$ cat config.mk
export PLATFORM = sky130hd
export DESIGN_NAME = vram_pixel_fetch_flat
export DESIGN_NICKNAME = d
export VERILOG_FILES = /design/src/rtl/vram_pixel_fetch_if.sv /design/src/rtl/vram_pixel_fetch.sv /design/src/flat_wrapper.sv
export SDC_FILE = /design/constraint.sdc
export NUM_CORES = 1
export LEC_CHECK = 0
export ABC_AREA = 1
export BUFFER_PORTS_ARGS = -buffer_cell sky130_fd_sc_hd__buf_2
export CAP_MARGIN = 25
export CELL_PAD_IN_SITES_DETAIL_PLACEMENT = 0
export CELL_PAD_IN_SITES_GLOBAL_PLACEMENT = 1
export CORE_MARGIN = 1
export CORE_UTILIZATION = 30
export CTS_BUF_LIST = sky130_fd_sc_hd__clkbuf_16
export DETAILED_ROUTE_END_ITERATION = 10
export PLACE_DENSITY = 0.61
export SETUP_SLACK_MARGIN = 0.2
export SYNTH_ARGS = -nofsm -noshare
export SYNTH_HDL_FRONTEND = slang
export SYNTH_SLANG_ARGS = --single-unit
$ cat constraint.sdc
create_clock -name clk -period 3.6 [get_ports clk]
set_input_delay 0.36 -clock clk [delete_from_list [all_inputs] [get_ports clk]]
set_output_delay 0.36 -clock clk [all_outputs]
set_load 0.05 [all_outputs]
$ cat src/rtl/vram_pixel_fetch_if.sv
// VRAM read bus between the pixel fetcher and the six bit-plane memories.
// One shared 13-bit address; the plane bytes return one clock later.
interface vram_pixel_fetch_if;
  logic [12:0] vdp_addr;
  logic [7:0]  fg1;
  logic [7:0]  fg2;
  logic [7:0]  fg3;
  logic [7:0]  bg1;
  logic [7:0]  bg2;
  logic [7:0]  bg3;

  modport master (
    output vdp_addr,
    input  fg1, fg2, fg3, bg1, bg2, bg3
  );

  modport slave (
    input  vdp_addr,
    output fg1, fg2, fg3, bg1, bg2, bg3
  );
endinterface

$ cat src/rtl/vram_pixel_fetch.sv
// Display-side VRAM fetch: addresses the bit-plane VRAMs for each active line
// and serializes fg/bg plane bytes into per-pixel 3-bit colour indices.
module vram_pixel_fetch #(
  parameter int H_START = 64,
  parameter int V_START = 24,
  parameter int H_BYTES = 24,
  parameter int V_LINES = 184
) (
  input  logic               clk,
  input  logic               reset_n,
  input  logic               ce_pix,
  input  logic [8:0]         h,
  input  logic [8:0]         v,
  vram_pixel_fetch_if.master vram,
  output logic [2:0]         fg_idx,
  output logic [2:0]         bg_idx,
  output logic               de,
  output logic               line_end
);

  typedef enum logic {S_WAIT, S_ACTIVE} state_t;

  state_t      state;
  state_t      state_next;
  logic [4:0]  col;
  logic [2:0]  bitc;
  logic [7:0]  fgsr1, fgsr2, fgsr3;
  logic [7:0]  bgsr1, bgsr2, bgsr3;
  logic [7:0]  row;
  logic [12:0] row_w;
  logic [12:0] base;
  logic        in_window;
  logic        load_first;
  logic        load_next;
  logic        shift_en;
  logic        finish;

  // v[8] only matters for the window test, so the row offset fits in 8 bits
  assign row       = v[7:0] - 8'(V_START);
  assign row_w     = {5'd0, row};
  assign base      = (row_w << 4) + (row_w << 3);
  assign in_window = (v >= 9'(V_START)) && (v < 9'(V_START + V_LINES));

  always_ff @(posedge clk or negedge reset_n) begin
    if (!reset_n) begin
      state <= S_WAIT;
    end else begin
      state <= state_next;
    end
  end

  always_comb begin
    state_next = state;
    de         = 1'b0;
    fg_idx     = 3'd0;
    bg_idx     = 3'd0;
    load_first = 1'b0;
    load_next  = 1'b0;
    shift_en   = 1'b0;
    finish     = 1'b0;
    case (state)
      S_WAIT: begin
        if (ce_pix && (h == 9'(H_START - 1)) && in_window) begin
          load_first = 1'b1;
          state_next = S_ACTIVE;
        end
      end
      S_ACTIVE: begin
        de     = 1'b1;
        fg_idx = {fgsr3[0], fgsr2[0], fgsr1[0]};
        bg_idx = {bgsr3[0], bgsr2[0], bgsr1[0]};
        if (ce_pix) begin
          if (bitc != 3'd7) begin
            shift_en = 1'b1;
          end else if (col != 5'(H_BYTES - 1)) begin
            load_next = 1'b1;
          end else begin
            finish     = 1'b1;
            state_next = S_WAIT;
          end
        end
      end
      default: state_next = S_WAIT;
    endcase
  end

  // The address always runs one byte ahead of the shift registers so the
  // next byte is already on the bus when the current one is used up.
  always_ff @(posedge clk or negedge reset_n) begin
    if (!reset_n) begin
      col           <= 5'd0;
      bitc          <= 3'd0;
      fgsr1         <= 8'd0;
      fgsr2         <= 8'd0;
      fgsr3         <= 8'd0;
      bgsr1         <= 8'd0;
      bgsr2         <= 8'd0;
      bgsr3         <= 8'd0;
      vram.vdp_addr <= 13'd0;
      line_end      <= 1'b0;
    end else begin
      line_end <= finish;
      if (load_first || load_next) begin
        fgsr1 <= vram.fg1;
        fgsr2 <= vram.fg2;
        fgsr3 <= vram.fg3;
        bgsr1 <= vram.bg1;
        bgsr2 <= vram.bg2;
        bgsr3 <= vram.bg3;
        bitc  <= 3'd0;
      end else if (shift_en) begin
        fgsr1 <= fgsr1 >> 1;
        fgsr2 <= fgsr2 >> 1;
        fgsr3 <= fgsr3 >> 1;
        bgsr1 <= bgsr1 >> 1;
        bgsr2 <= bgsr2 >> 1;
        bgsr3 <= bgsr3 >> 1;
        bitc  <= bitc + 3'd1;
      end
      if (load_first) begin
        col           <= 5'd0;
        vram.vdp_addr <= base + 13'd1;
      end else if (load_next) begin
        col <= col + 5'd1;
        // once the last byte of the row is addressed the bus is held there
        if (col < 5'(H_BYTES - 2)) begin
          vram.vdp_addr <= base + {8'd0, col} + 13'd2;
        end
      end else if (state == S_WAIT) begin
        vram.vdp_addr <= in_window ? base : 13'd0;
      end
    end
  end

endmodule

$ cat src/flat_wrapper.sv
// flat-port wrapper written by rule: the top's interface ports become plain ports
module vram_pixel_fetch_flat 
#(
  parameter int H_START = 64,
  parameter int V_START = 24,
  parameter int H_BYTES = 24,
  parameter int V_LINES = 184
)
  (clk, reset_n, ce_pix, h, v, fg_idx, bg_idx, de, line_end, vram_vdp_addr, vram_fg1, vram_fg2, vram_fg3, vram_bg1, vram_bg2, vram_bg3);
  vram_pixel_fetch_if vram_i ();
  input  logic clk;
  input  logic reset_n;
  input  logic ce_pix;
  input  logic [8:0] h;
  input  logic [8:0] v;
  output logic [2:0] fg_idx;
  output logic [2:0] bg_idx;
  output logic de;
  output logic line_end;
  output wire logic [$bits(vram_i.vdp_addr)-1:0] vram_vdp_addr;
  input wire logic [$bits(vram_i.fg1)-1:0] vram_fg1;
  input wire logic [$bits(vram_i.fg2)-1:0] vram_fg2;
  input wire logic [$bits(vram_i.fg3)-1:0] vram_fg3;
  input wire logic [$bits(vram_i.bg1)-1:0] vram_bg1;
  input wire logic [$bits(vram_i.bg2)-1:0] vram_bg2;
  input wire logic [$bits(vram_i.bg3)-1:0] vram_bg3;
  assign vram_vdp_addr = vram_i.vdp_addr;
  assign vram_i.fg1 = vram_fg1;
  assign vram_i.fg2 = vram_fg2;
  assign vram_i.fg3 = vram_fg3;
  assign vram_i.bg1 = vram_bg1;
  assign vram_i.bg2 = vram_bg2;
  assign vram_i.bg3 = vram_bg3;
  vram_pixel_fetch #(.H_START(H_START), .V_START(V_START), .H_BYTES(H_BYTES), .V_LINES(V_LINES)) u_core (.clk(clk), .reset_n(reset_n), .ce_pix(ce_pix), .h(h), .v(v), .vram(vram_i), .fg_idx(fg_idx), .bg_idx(bg_idx), .de(de), .line_end(line_end));
endmodule
==> results.cfg, run 1 <==
[sta]
fin_tns_setup_ns = 0
finalMaxSlewViolations = 0
slew-limit-headroom_pct = 59.71
grt_setup_unrepaired = no
setup_viol = 0
finalCritPeriodShare_pct = 68.43
skew_ns = 0.006904
period_needed_ns = 2.464
hold_viol = 0
tightest_slew_ns = 0.6035
fmax_mhz = 405.9
whs_ns = 0.2270

[worst_setup_path]
critPathKind = register to register
crit_arrival_ns = 2.69
crit_path_end_kind = register
cp_data_required_time_ns = 3.83
path_max_fanout = 36
cp-start-kind = register

[logic_synthesis]
synth_top_family_by_area = simple AND/OR/NAND/NOR gates
synth_top_area_share_pct = 42.64
yosys-top-cells-area = dfrtp_1 43%, nand2_1 16%, inv_1 7.4%
synth_cells = 550
syn_area_per_cell_sq_um = 7.575
ys_warn_count = 0
synth_cell_type_count = 42
synth_xor_xnor_area_share_pct = 0.8408
syn_nets = 637
synth-seq-cells = 71
synth_simple_gate_area_share_pct = 26.73
synth_ff_type = dfrtp_1
yosysTopAreaCell = dfrtp_1
synth_compound_area_share_pct = 12.97
async_flop_share_pct = 100.0
muxShareOfSynthArea_pct = 0.2402
synth-adder-area-share_pct = 5.586
syn-cell-area_sq_um = 4166
synth_edf_count = 0
ys_seq_area_share_pct = 42.64

[die]
boundaryPins = 90
fp.dieW_um = 119.9
die-height_um = 119.9
die_area_sq_um = 14360
rows = 42
fp.coreArea_sq_um = 13400
initial_core_util_pct = 31.09

[global_route]
antenna_found_initial = 0
overflow = 0
grt_max_degree = 45
grt_pass1_vias = 3531
grt_pass1_wl_um = 17340
track_usage_pct = 15.36

[route]
drt_pass1_iterations = 4
route.detailed.drc = 0
drt_iter0_markers = 169
wl_um = 10390
vias = 3737
wl_per_cell_um = 12.70
via_per_inst = 4.568
ant_nets = 0

[placed_design]
io_buffers = 89
place_hpwl_um = 7431
routabilityCongestion = 0.7970

[finish]
area_growth_pct = 22.04
final_cell_mix = 178 x nand2_1, 89 x buf_2, 83 x inv_1
nNetsFinal = 724
nFillCells = 1423
drive_gt1_share_pct = 20.25
diodes = 0
final_common_cell = nand2_1
register_area_sq_um = 1777
multi_input_area_sq_um = 1932

[pwr]
peakVddDrop_mv = 0.1832
p_leak_nw = 3.076
power.density_nw_per_um2 = 426.4

[clocking]
clock_path_buffers = 2
h-tree-depth = 3
cts_tree = yes
insertion_delay_ns = 0.33
clock-sinks = 71
cts-root-buf = clkbuf_16
cts_made_buffers = 9
clkTransAtPathRegs_ns = 0.06

[outcome]
status = completed

[hold_path]
hold_class = primary input to register

[job]
max_cap_violations = 0
## timing repair
action                    in CTS  in global routing
hold endpoints to repair      10                  0
setup buffers                  0                  0
resized for setup              0                  0
hold buffers                   1                  0
## cell families after synthesis
family | count (synthesis)
simple gates | 259
buf+inv | 108
compound gates | 89
flops | 71
fa+ha+maj | 18
xor+xnor | 4
mux | 1
## critical path, stage by stage (launching register included)
cell and delay (ns):
dfrtp_1 0.39, ha_1 0.20, ha_1 0.22, nand2_1 0.12, clkinv_1 0.12, nand3_4 0.18, nand2_4 0.20, inv_2 0.43
buf_12 0.25, nand3_1 0.09, o21ai_1 0.08, inv_1 0.05
## registers in the layout (all words and copies together), names as in the netlist, 3 cells and up
name                  flops
u_core.bgsr2              8
u_core.col                5
u_core.vram.vdp_addr     13
u_core.fgsr1              8
u_core.bgsr1              8
u_core.fgsr2              8
u_core.bitc               3
u_core.bgsr3              8
u_core.fgsr3              8
## worst paths after layout
check	depth (start not counted)	endpoint	start	slack, ns
max in group asynchronous	3	u_core.vram.vdp_addr[12]$_DFFE_PN0P_	reset_n	2.25
worst min register to register	2	u_core.vram.vdp_addr[7]$_DFFE_PN0P_	u_core.vram.vdp_addr[7]$_DFFE_PN0P_	0.48
worst max-delay path	11	u_core.bgsr2[5]$_DFFE_PN0P_	u_core.bitc[0]$_DFFE_PN0P_	1.14
worst max register to register	11	u_core.bgsr2[5]$_DFFE_PN0P_	u_core.bitc[0]$_DFFE_PN0P_	1.14
min in group asynchronous	2	u_core.fgsr1[5]$_DFFE_PN0P_	reset_n	0.52
worst min-delay path	3	u_core.bgsr1[6]$_DFFE_PN0P_	vram_bg1[6]	0.23
## synthesized netlist by cell type (3+ instances only)
library cell,instances
o21ai_0,17
a21oi_1,17
nor2_1,13
buf_2,10
inv_1,82
nor2_2,5
buf_4,4
nand2_1,178
nand3_1,51
a22oi_1,3
a22o_1,6
ha_1,17
o21ai_1,32
buf_6,3
inv_2,4
dfrtp_1,71
## area by class of cell
class / count / share of cell area (%)
Timing Repair Buffer: 95 / 9.941
Clock buffer: 9 / 4.429
Multi-Input combinational cell: 371 / 37.99
Inverter: 89 / 6.619
Clock inverter: 7 / 1.747
Tap cell: 176 / 4.331
Sequential cell: 71 / 34.94
## power breakdown
part / internal (mW) / switching (mW)
Clock: 0.601 / 0.346
Combinational: 0.123 / 0.241
Sequential: 0.836 / 0.0219
Total: 1.56 / 0.608
## stage by stage
step | cell area, sq um | setup slack [ns] | power [mW] | instances | utilization [%]
floorplan | 4167 | 1.311 | 1.109 | 550 | -
detailed placement | 4761 | 0.8660 | 1.238 | 801 | 35.53
global route | 5085 | 0.9075 | 2.277 | 818 | 37.95
global placement | 4761 | 0.9857 | 1.234 | 801 | 35.53
finish | 5085 | 1.136 | 2.168 | 818 | 37.95
CTS | 5085 | 1.103 | 2.196 | 818 | 37.95
## layer usage
metal	part of all wire (%)	track usage [%]	vias up
met3	3.5	2.614	14
met1	49	20.43	1725
met4	1.8	6.484	0
li1	-	-	1926
met5	0	0	-
met2	46	24.60	72
(Power assumes the default switching activity.)
==> run 2: changes to the inputs <==
==> constraint.sdc (replaced) <==
create_clock -name clk -period 2.5 [get_ports clk]
set_input_delay 0.25 -clock clk [delete_from_list [all_inputs] [get_ports clk]]
set_output_delay 0.25 -clock clk [all_outputs]
set_load 0.05 [all_outputs]
==> run 2 against run 1 <==
Effect of this change: total power grew 39%; critical endpoint is now u_core.fgsr3[7]$_DFFE_PN0P_; largest power group unchanged; core utilization grew 0.43 points; sequential cell count is the same.
==> results.cfg, run 2 (synthesized netlist as in run 1, its figures left out) <==
[pwr]
p_leak_nw = 3.112
power.density_nw_per_um2 = 586.9
total_power_mw = 3.018
peakVddDrop_mv = 0.3121

[sta]
skew_ns = 0.006924
hold_viol = 0
fmax_mhz = 485.7
fin_tns_setup_ns = 0
setup_viol = 0
finalMaxSlewViolations = 0
grt_setup_unrepaired = no
slew-limit-headroom_pct = 59.93
finalCritPeriodShare_pct = 82.36
tightest_slew_ns = 0.6011
period_needed_ns = 2.059

[finish]
diodes = 0
register_area_sq_um = 1777
largest_reg_flops = 13
nNetsFinal = 733
final_cell_mix = 178 x nand2_1, 89 x buf_2, 83 x inv_1
multi_input_area_sq_um = 1943
regMostFlops = u_core.vram.vdp_addr
area_growth_pct = 23.42
drive_gt1_share_pct = 21.51
nFillCells = 1444
final_common_cell = nand2_1

[placed_design]
io_buffers = 89
routabilityCongestion = 0.7823
place_hpwl_um = 7675

[worst_setup_path]
cp-start-kind = register
worst-r2r-setup-slack_ns = 0.44
crit_path_end_kind = register
path_common_cell = ha_1
critPathKind = register to register
cp_data_required_time_ns = 2.77
r2r_end = u_core.fgsr3[7]$_DFFE_PN0P_
timing.rr.start = u_core.bitc[0]$_DFFE_PN0P_
rr_worst_depth = 9
path_max_fanout = 12
slowest_stage = dfrtp_1
crit_arrival_ns = 2.33
cpPeakStageDelay_ns = 0.38
crit_chain = ha_1, ha_1, nand2_1, clkinv_1, nand3_4, nand2_4, nor2_4, buf_4, a22o_1

[route]
wl_per_cell_um = 12.58
via_per_inst = 4.526
drt_iter0_markers = 183
route.detailed.drc = 0
vias = 3743
ant_nets = 0
wl_um = 10400
drt_pass1_iterations = 4

[hold_path]
min-delay-start = vram_fg1[4]
hold_class = primary input to register
hold_end = u_core.fgsr1[4]$_DFFE_PN0P_
hold_path_depth = 3

[clocking]
cts_tree = yes
clock_path_buffers = 2
cts_setup_buffers = 0
insertion_delay_ns = 0.33
cts_made_buffers = 9
cts-root-buf = clkbuf_16
clock-sinks = 71
h-tree-depth = 3
clkTransAtPathRegs_ns = 0.06

[die]
die_area_sq_um = 14360
initial_core_util_pct = 31.09
fp.coreArea_sq_um = 13400
rows = 42
fp.dieW_um = 119.9
die-height_um = 119.9
boundaryPins = 90

[job]
max_cap_violations = 0

[global_route]
track_usage_pct = 15.60
grt_pass1_vias = 3707
grt_max_degree = 44
grt_pass1_wl_um = 17690
antenna_found_initial = 0
overflow = 0

[outcome]
status = completed
-- run 2: changes by cell type in the layout (fill, tap and decap cells not counted) --
cell and change:
a21boi_0 -1, a21boi_2 +1, buf_4 +8, buf_6 +1, bufinv_16 -1, clkinv_1 +1
clkinvlp_4 -1, inv_6 +1, xor2_1 -1, xor2_2 +1
-- run 2: layer usage --
| metal | part of all wire (%) | wire length [um] | global-route usage [%] | up-vias |
|---|---|---|---|---|
| li1 | - | - | - | 1940 |
| met1 | 47 | 4880 | 20.12 | 1727 |
| met2 | 47 | 4922 | 25.79 | 64 |
| met3 | 4.1 | 426 | 2.424 | 12 |
| met4 | 1.7 | 172 | 6.797 | 0 |
| met5 | 0 | 0 | 0 | - |
-- run 2: final cells by class --
type / count / share of cell area, %
Multi-Input combinational cell: 371 / 37.79
Clock buffer: 9 / 4.380
Clock inverter: 7 / 1.241
Inverter: 89 / 6.545
Sequential cell: 71 / 34.55
Timing Repair Buffer: 104 / 11.22
Tap cell: 176 / 4.282
-- run 2: worst max path at each step --
| stage | to | cells past startpoint | slack, ns | startpoint |
|---|---|---|---|---|
| after floorplan | u_core.vram.vdp_addr[12]$_DFFE_PN0P_ | 17 | 0.32 | v[3] |
| after detailed placement | u_core.vram.vdp_addr[12]$_DFFE_PN0P_ | 18 | 0.04 | v[3] |
| after CTS | u_core.vram.vdp_addr[12]$_DFFE_PN0P_ | 18 | 0.38 | v[3] |
| final | u_core.fgsr3[7]$_DFFE_PN0P_ | 9 | 0.44 | u_core.bitc[0]$_DFFE_PN0P_ |
| after global placement | u_core.vram.vdp_addr[12]$_DFFE_PN0P_ | 18 | 0.08 | v[3] |
| after global routing | u_core.vram.vdp_addr[12]$_DFFE_PN0P_ | 20 | 0.24 | v[3] |
-- run 2: report_power, final --
group          switching [mW]  total, mW  internal (mW)
registers              0.0322       1.24           1.20
logic                   0.346      0.530          0.184
clock network           0.487       1.25          0.765
total                   0.866       3.02           2.15
-- run 2: stage by stage --
stage               std cells  utilization [%]  hold WS [ns]  setup slack (ns)  cell area [sq um]
finish                    827            38.38        0.1176            0.4411               5142
detailed placement        810            36.03        0.2998           0.03603               4828
floorplan                 550                -      -0.04559            0.3215               4167
global route              827            38.38        0.1241            0.2418               5142
global placement          810            36.03        0.2796           0.07928               4828
CTS                       827            38.26        0.1052            0.3766               5127
-- run 2: critical path: cells and delay by family (launching register included) --
family / cells / cell delay (ns)
AOI/OAI and AO/OA: 1 / 0.13
adders and majority gates: 2 / 0.42
DFF: 1 / 0.38
buffers and inverters: 2 / 0.34
and+or+nand+nor: 4 / 0.71
-- run 2: what timing repair did --
action	CTS	global route
gates resized for setup	0	4
hold buffers	1	0
endpoints found under the setup margin	0	3
endpoints found under the hold margin	22	0
==> run 3: changes to the inputs <==
--- a/config.mk
+++ b/config.mk
@@ -5,7 +5,7 @@
 export SDC_FILE = /design/constraint.sdc
 export NUM_CORES = 1
 export LEC_CHECK = 0
-export ABC_AREA = 1
+export ABC_AREA = 0
 export BUFFER_PORTS_ARGS = -buffer_cell sky130_fd_sc_hd__buf_2
 export CAP_MARGIN = 25
 export CELL_PAD_IN_SITES_DETAIL_PLACEMENT = 0
@@ -14,7 +14,7 @@
 export CORE_UTILIZATION = 30
 export CTS_BUF_LIST = sky130_fd_sc_hd__clkbuf_16
 export DETAILED_ROUTE_END_ITERATION = 10
-export PLACE_DENSITY = 0.61
+export PLACE_DENSITY = 0.62
 export SETUP_SLACK_MARGIN = 0.2
 export SYNTH_ARGS = -nofsm -noshare
 export SYNTH_HDL_FRONTEND = slang
==> constraint.sdc (replaced) <==
create_clock -name clk -period 1.7 [get_ports clk]
set_input_delay 0.17 -clock clk [delete_from_list [all_inputs] [get_ports clk]]
set_output_delay 0.17 -clock clk [all_outputs]
set_load 0.05 [all_outputs]
==> run 3 against run 2 <==
Effect of this change: largest power group unchanged; fmax fell by 5.0%; clock power rose by 48%; count of clock-buffer cells in the layout did not move; critical endpoint is now u_core.vram.vdp_addr[10]$_DFFE_PN0P_; via count rose by 8.5%; the run now ends with setup timing left; worst setup slack got worse by 0.91 ns; critical path depth did not move; sequential power rose by 45%; synthesized cell count fell by 15%; first-iteration DRC count rose by 49%; register-to-register slack got worse by 0.91 ns.
==> results.cfg, run 3 <==
[route]
wl_per_cell_um = 14.94
ant_nets = 0
wl_um = 12400
vias = 4062
drt_iter0_markers = 273
via_per_inst = 4.894
drt_pass1_iterations = 4
route.detailed.drc = 0

[clocking]
cts_tree = yes
insertion_delay_ns = 0.34
clock_path_buffers = 2
h-tree-depth = 3
cts-root-buf = clkbuf_16
cts_made_buffers = 9
clock-sinks = 71
clkTransAtPathRegs_ns = 0.06

[die]
initial_core_util_pct = 31.17
fp.dieW_um = 117.2
boundaryPins = 90
fp.coreArea_sq_um = 12770
die_area_sq_um = 13740
die-height_um = 117.2
rows = 41

[hold_path]
hold_class = primary input to register

[global_route]
overflow = 0
grt_max_degree = 36
grt_pass1_wl_um = 19060
antenna_found_initial = 0
track_usage_pct = 18.43
grt_pass1_vias = 3866

[pwr]
power.density_nw_per_um2 = 693.3
peakVddDrop_mv = 0.6751
p_leak_nw = 3.149

[logic_synthesis]
synth_cells = 469
ys_warn_count = 0
synth_top_area_share_pct = 44.63
syn_area_per_cell_sq_um = 8.489
synth_edf_count = 0
syn-cell-area_sq_um = 3981
synth_ff_type = dfrtp_1
yosysTopAreaCell = dfrtp_1
synth-seq-cells = 71
yosys-top-cells-area = dfrtp_1 45%, nand2_1 11%, a31oi_1 6.9%
async_flop_share_pct = 100.0
synth_cell_type_count = 62
synth_commonest_cells = 116 x nand2_1, 71 x dfrtp_1, 61 x nor2_1
yosysMostFrequentCell = nand2_1
syn_nets = 556
ys_seq_area_share_pct = 44.63

[finish]
register_area_sq_um = 1778
diodes = 0
post-route-util_pct = 53.08
nFillCells = 1158
area_growth_pct = 70.30
final_common_cell = nand2_1
drive_gt1_share_pct = 50.15
nNetsFinal = 740
largest_reg_flops = 13
final_cell_mix = 115 x nand2_1, 78 x buf_2, 70 x dfrtp_1
regMostFlops = u_core.vram.vdp_addr
multi_input_area_sq_um = 2801

[placed_design]
io_buffers = 89
routabilityCongestion = 0.7866
place_hpwl_um = 7975

[sta]
finalCritPeriodShare_pct = 127.5
hold_viol = 0
setup_viol = 69
tightest_slew_ns = 0.4454
period_needed_ns = 2.168
skew_ns = 0.006809
setup_ws_ns = -0.4680
slew-limit-headroom_pct = 70.10
fmax_mhz = 461.2
finalMaxSlewViolations = 0
fin_tns_setup_ns = -17.95
grt_setup_unrepaired = yes

[worst_setup_path]
critPathKind = register to register
cp-start-kind = register
crit_arrival_ns = 2.39
path_max_fanout = 3
cp_data_required_time_ns = 1.93
crit_path_end_kind = register
worst-r2r-setup-slack_ns = -0.47

[job]
max_cap_violations = 0

[outcome]
status = complete, but fails checks
violations = setup timing
==> run 3: cell count changes after synthesis, sizes merged, moves of 5 or more <==
cell / previous run / this run
and2: 0 / 7
a31oi: 1 / 44
o21ai: 49 / 9
nand3: 53 / 13
inv: 87 / 10
or2: 0 / 5
clkbuf: 2 / 15
buf: 17 / 9
nor2: 19 / 62
xor2: 2 / 7
nand2: 180 / 117
==> run 3: worst paths after layout <==
path | start | end | cells past startpoint
worst max-delay path | u_core.col[1]$_DFFE_PN0N_ | u_core.vram.vdp_addr[10]$_DFFE_PN0P_ | 9
worst min-delay path | vram_bg3[7] | u_core.bgsr3[7]$_DFFE_PN0P_ | 3
worst max register to register | u_core.col[1]$_DFFE_PN0N_ | u_core.vram.vdp_addr[10]$_DFFE_PN0P_ | 9
worst min register to register | u_core.fgsr3[0]$_DFFE_PN0P_ | u_core.fgsr3[0]$_DFFE_PN0P_ | 2
max in group asynchronous | reset_n | u_core.fgsr1[3]$_DFFE_PN0P_ | 3
min in group asynchronous | reset_n | u_core.vram.vdp_addr[0]$_DFFE_PN0P_ | 2
==> run 3: layout make-up <==
cell class | instances | area share, %
Clock buffer | 9 | 3.322
Clock inverter | 7 | 0.9780
Inverter | 10 | 0.5905
Multi-Input combinational cell | 366 | 41.32
Sequential cell | 71 | 26.22
Tap cell | 172 | 3.174
Timing Repair Buffer | 195 | 24.40
==> run 3: power by group <==
group | switching, mW | internal (mW)
combinational | 0.568 | 0.480
sequential | 0.0382 | 1.76
clock | 0.731 | 1.12
total | 1.34 | 3.36
==> run 3: routing by layer <==
metal  GRT usage [%]  up-vias  share of wire (%)
met5               0        -                  0
met4           5.823        0                1.3
met3           3.913       10                3.7
met2           29.69       78                 48
met1           24.69     1976                 47
li1                -     1998                  -
==> run 3: logic make-up (layout without fill, tap and decap cells) <==
logic type	after synthesis	count (layout)	share of synthesized area (%)
compound gates	89	89	14.39
xor+xnor	13	13	2.860
fa+ha+maj	18	18	5.845
buf+inv	34	221	3.551
flops	71	71	44.63
mux	4	4	1.131
simple gates	240	242	27.59
==> run 3: stage by stage <==
stage	setup WS, ns	area (sq um)	hold slack (ns)	total power [mW]	instances
after floorplan	-0.5225	4295	-0.1256	2.395	469
after global placement	-0.7500	5379	0.1191	2.785	783
after detailed placement	-0.8013	5379	0.1272	2.802	783
after CTS	-0.4543	6071	0.003289	4.751	811
after global routing	-0.6058	6780	0.02862	4.930	830
final	-0.4680	6780	0.01818	4.701	830
==> run 3: timing repair <==
item	in CTS	in global routing
pin swaps	17	17
gates resized for setup	69	99
hold buffers	1	0
endpoints found under the hold margin	25	0
gates cloned	4	7
setup endpoints to repair	75	73
setup buffers	7	12
==> run 3: worst max-delay path, cell delays in order (launching register included) <==
cell      delay [ns]
dfrtp_1         0.39
ha_2            0.19
and4b_2         0.23
nor4_4          0.30
o221ai_2        0.19
nor4b_4         0.36
buf_4           0.17
nor2_2          0.03
mux2i_1         0.13
o21ai_1         0.07
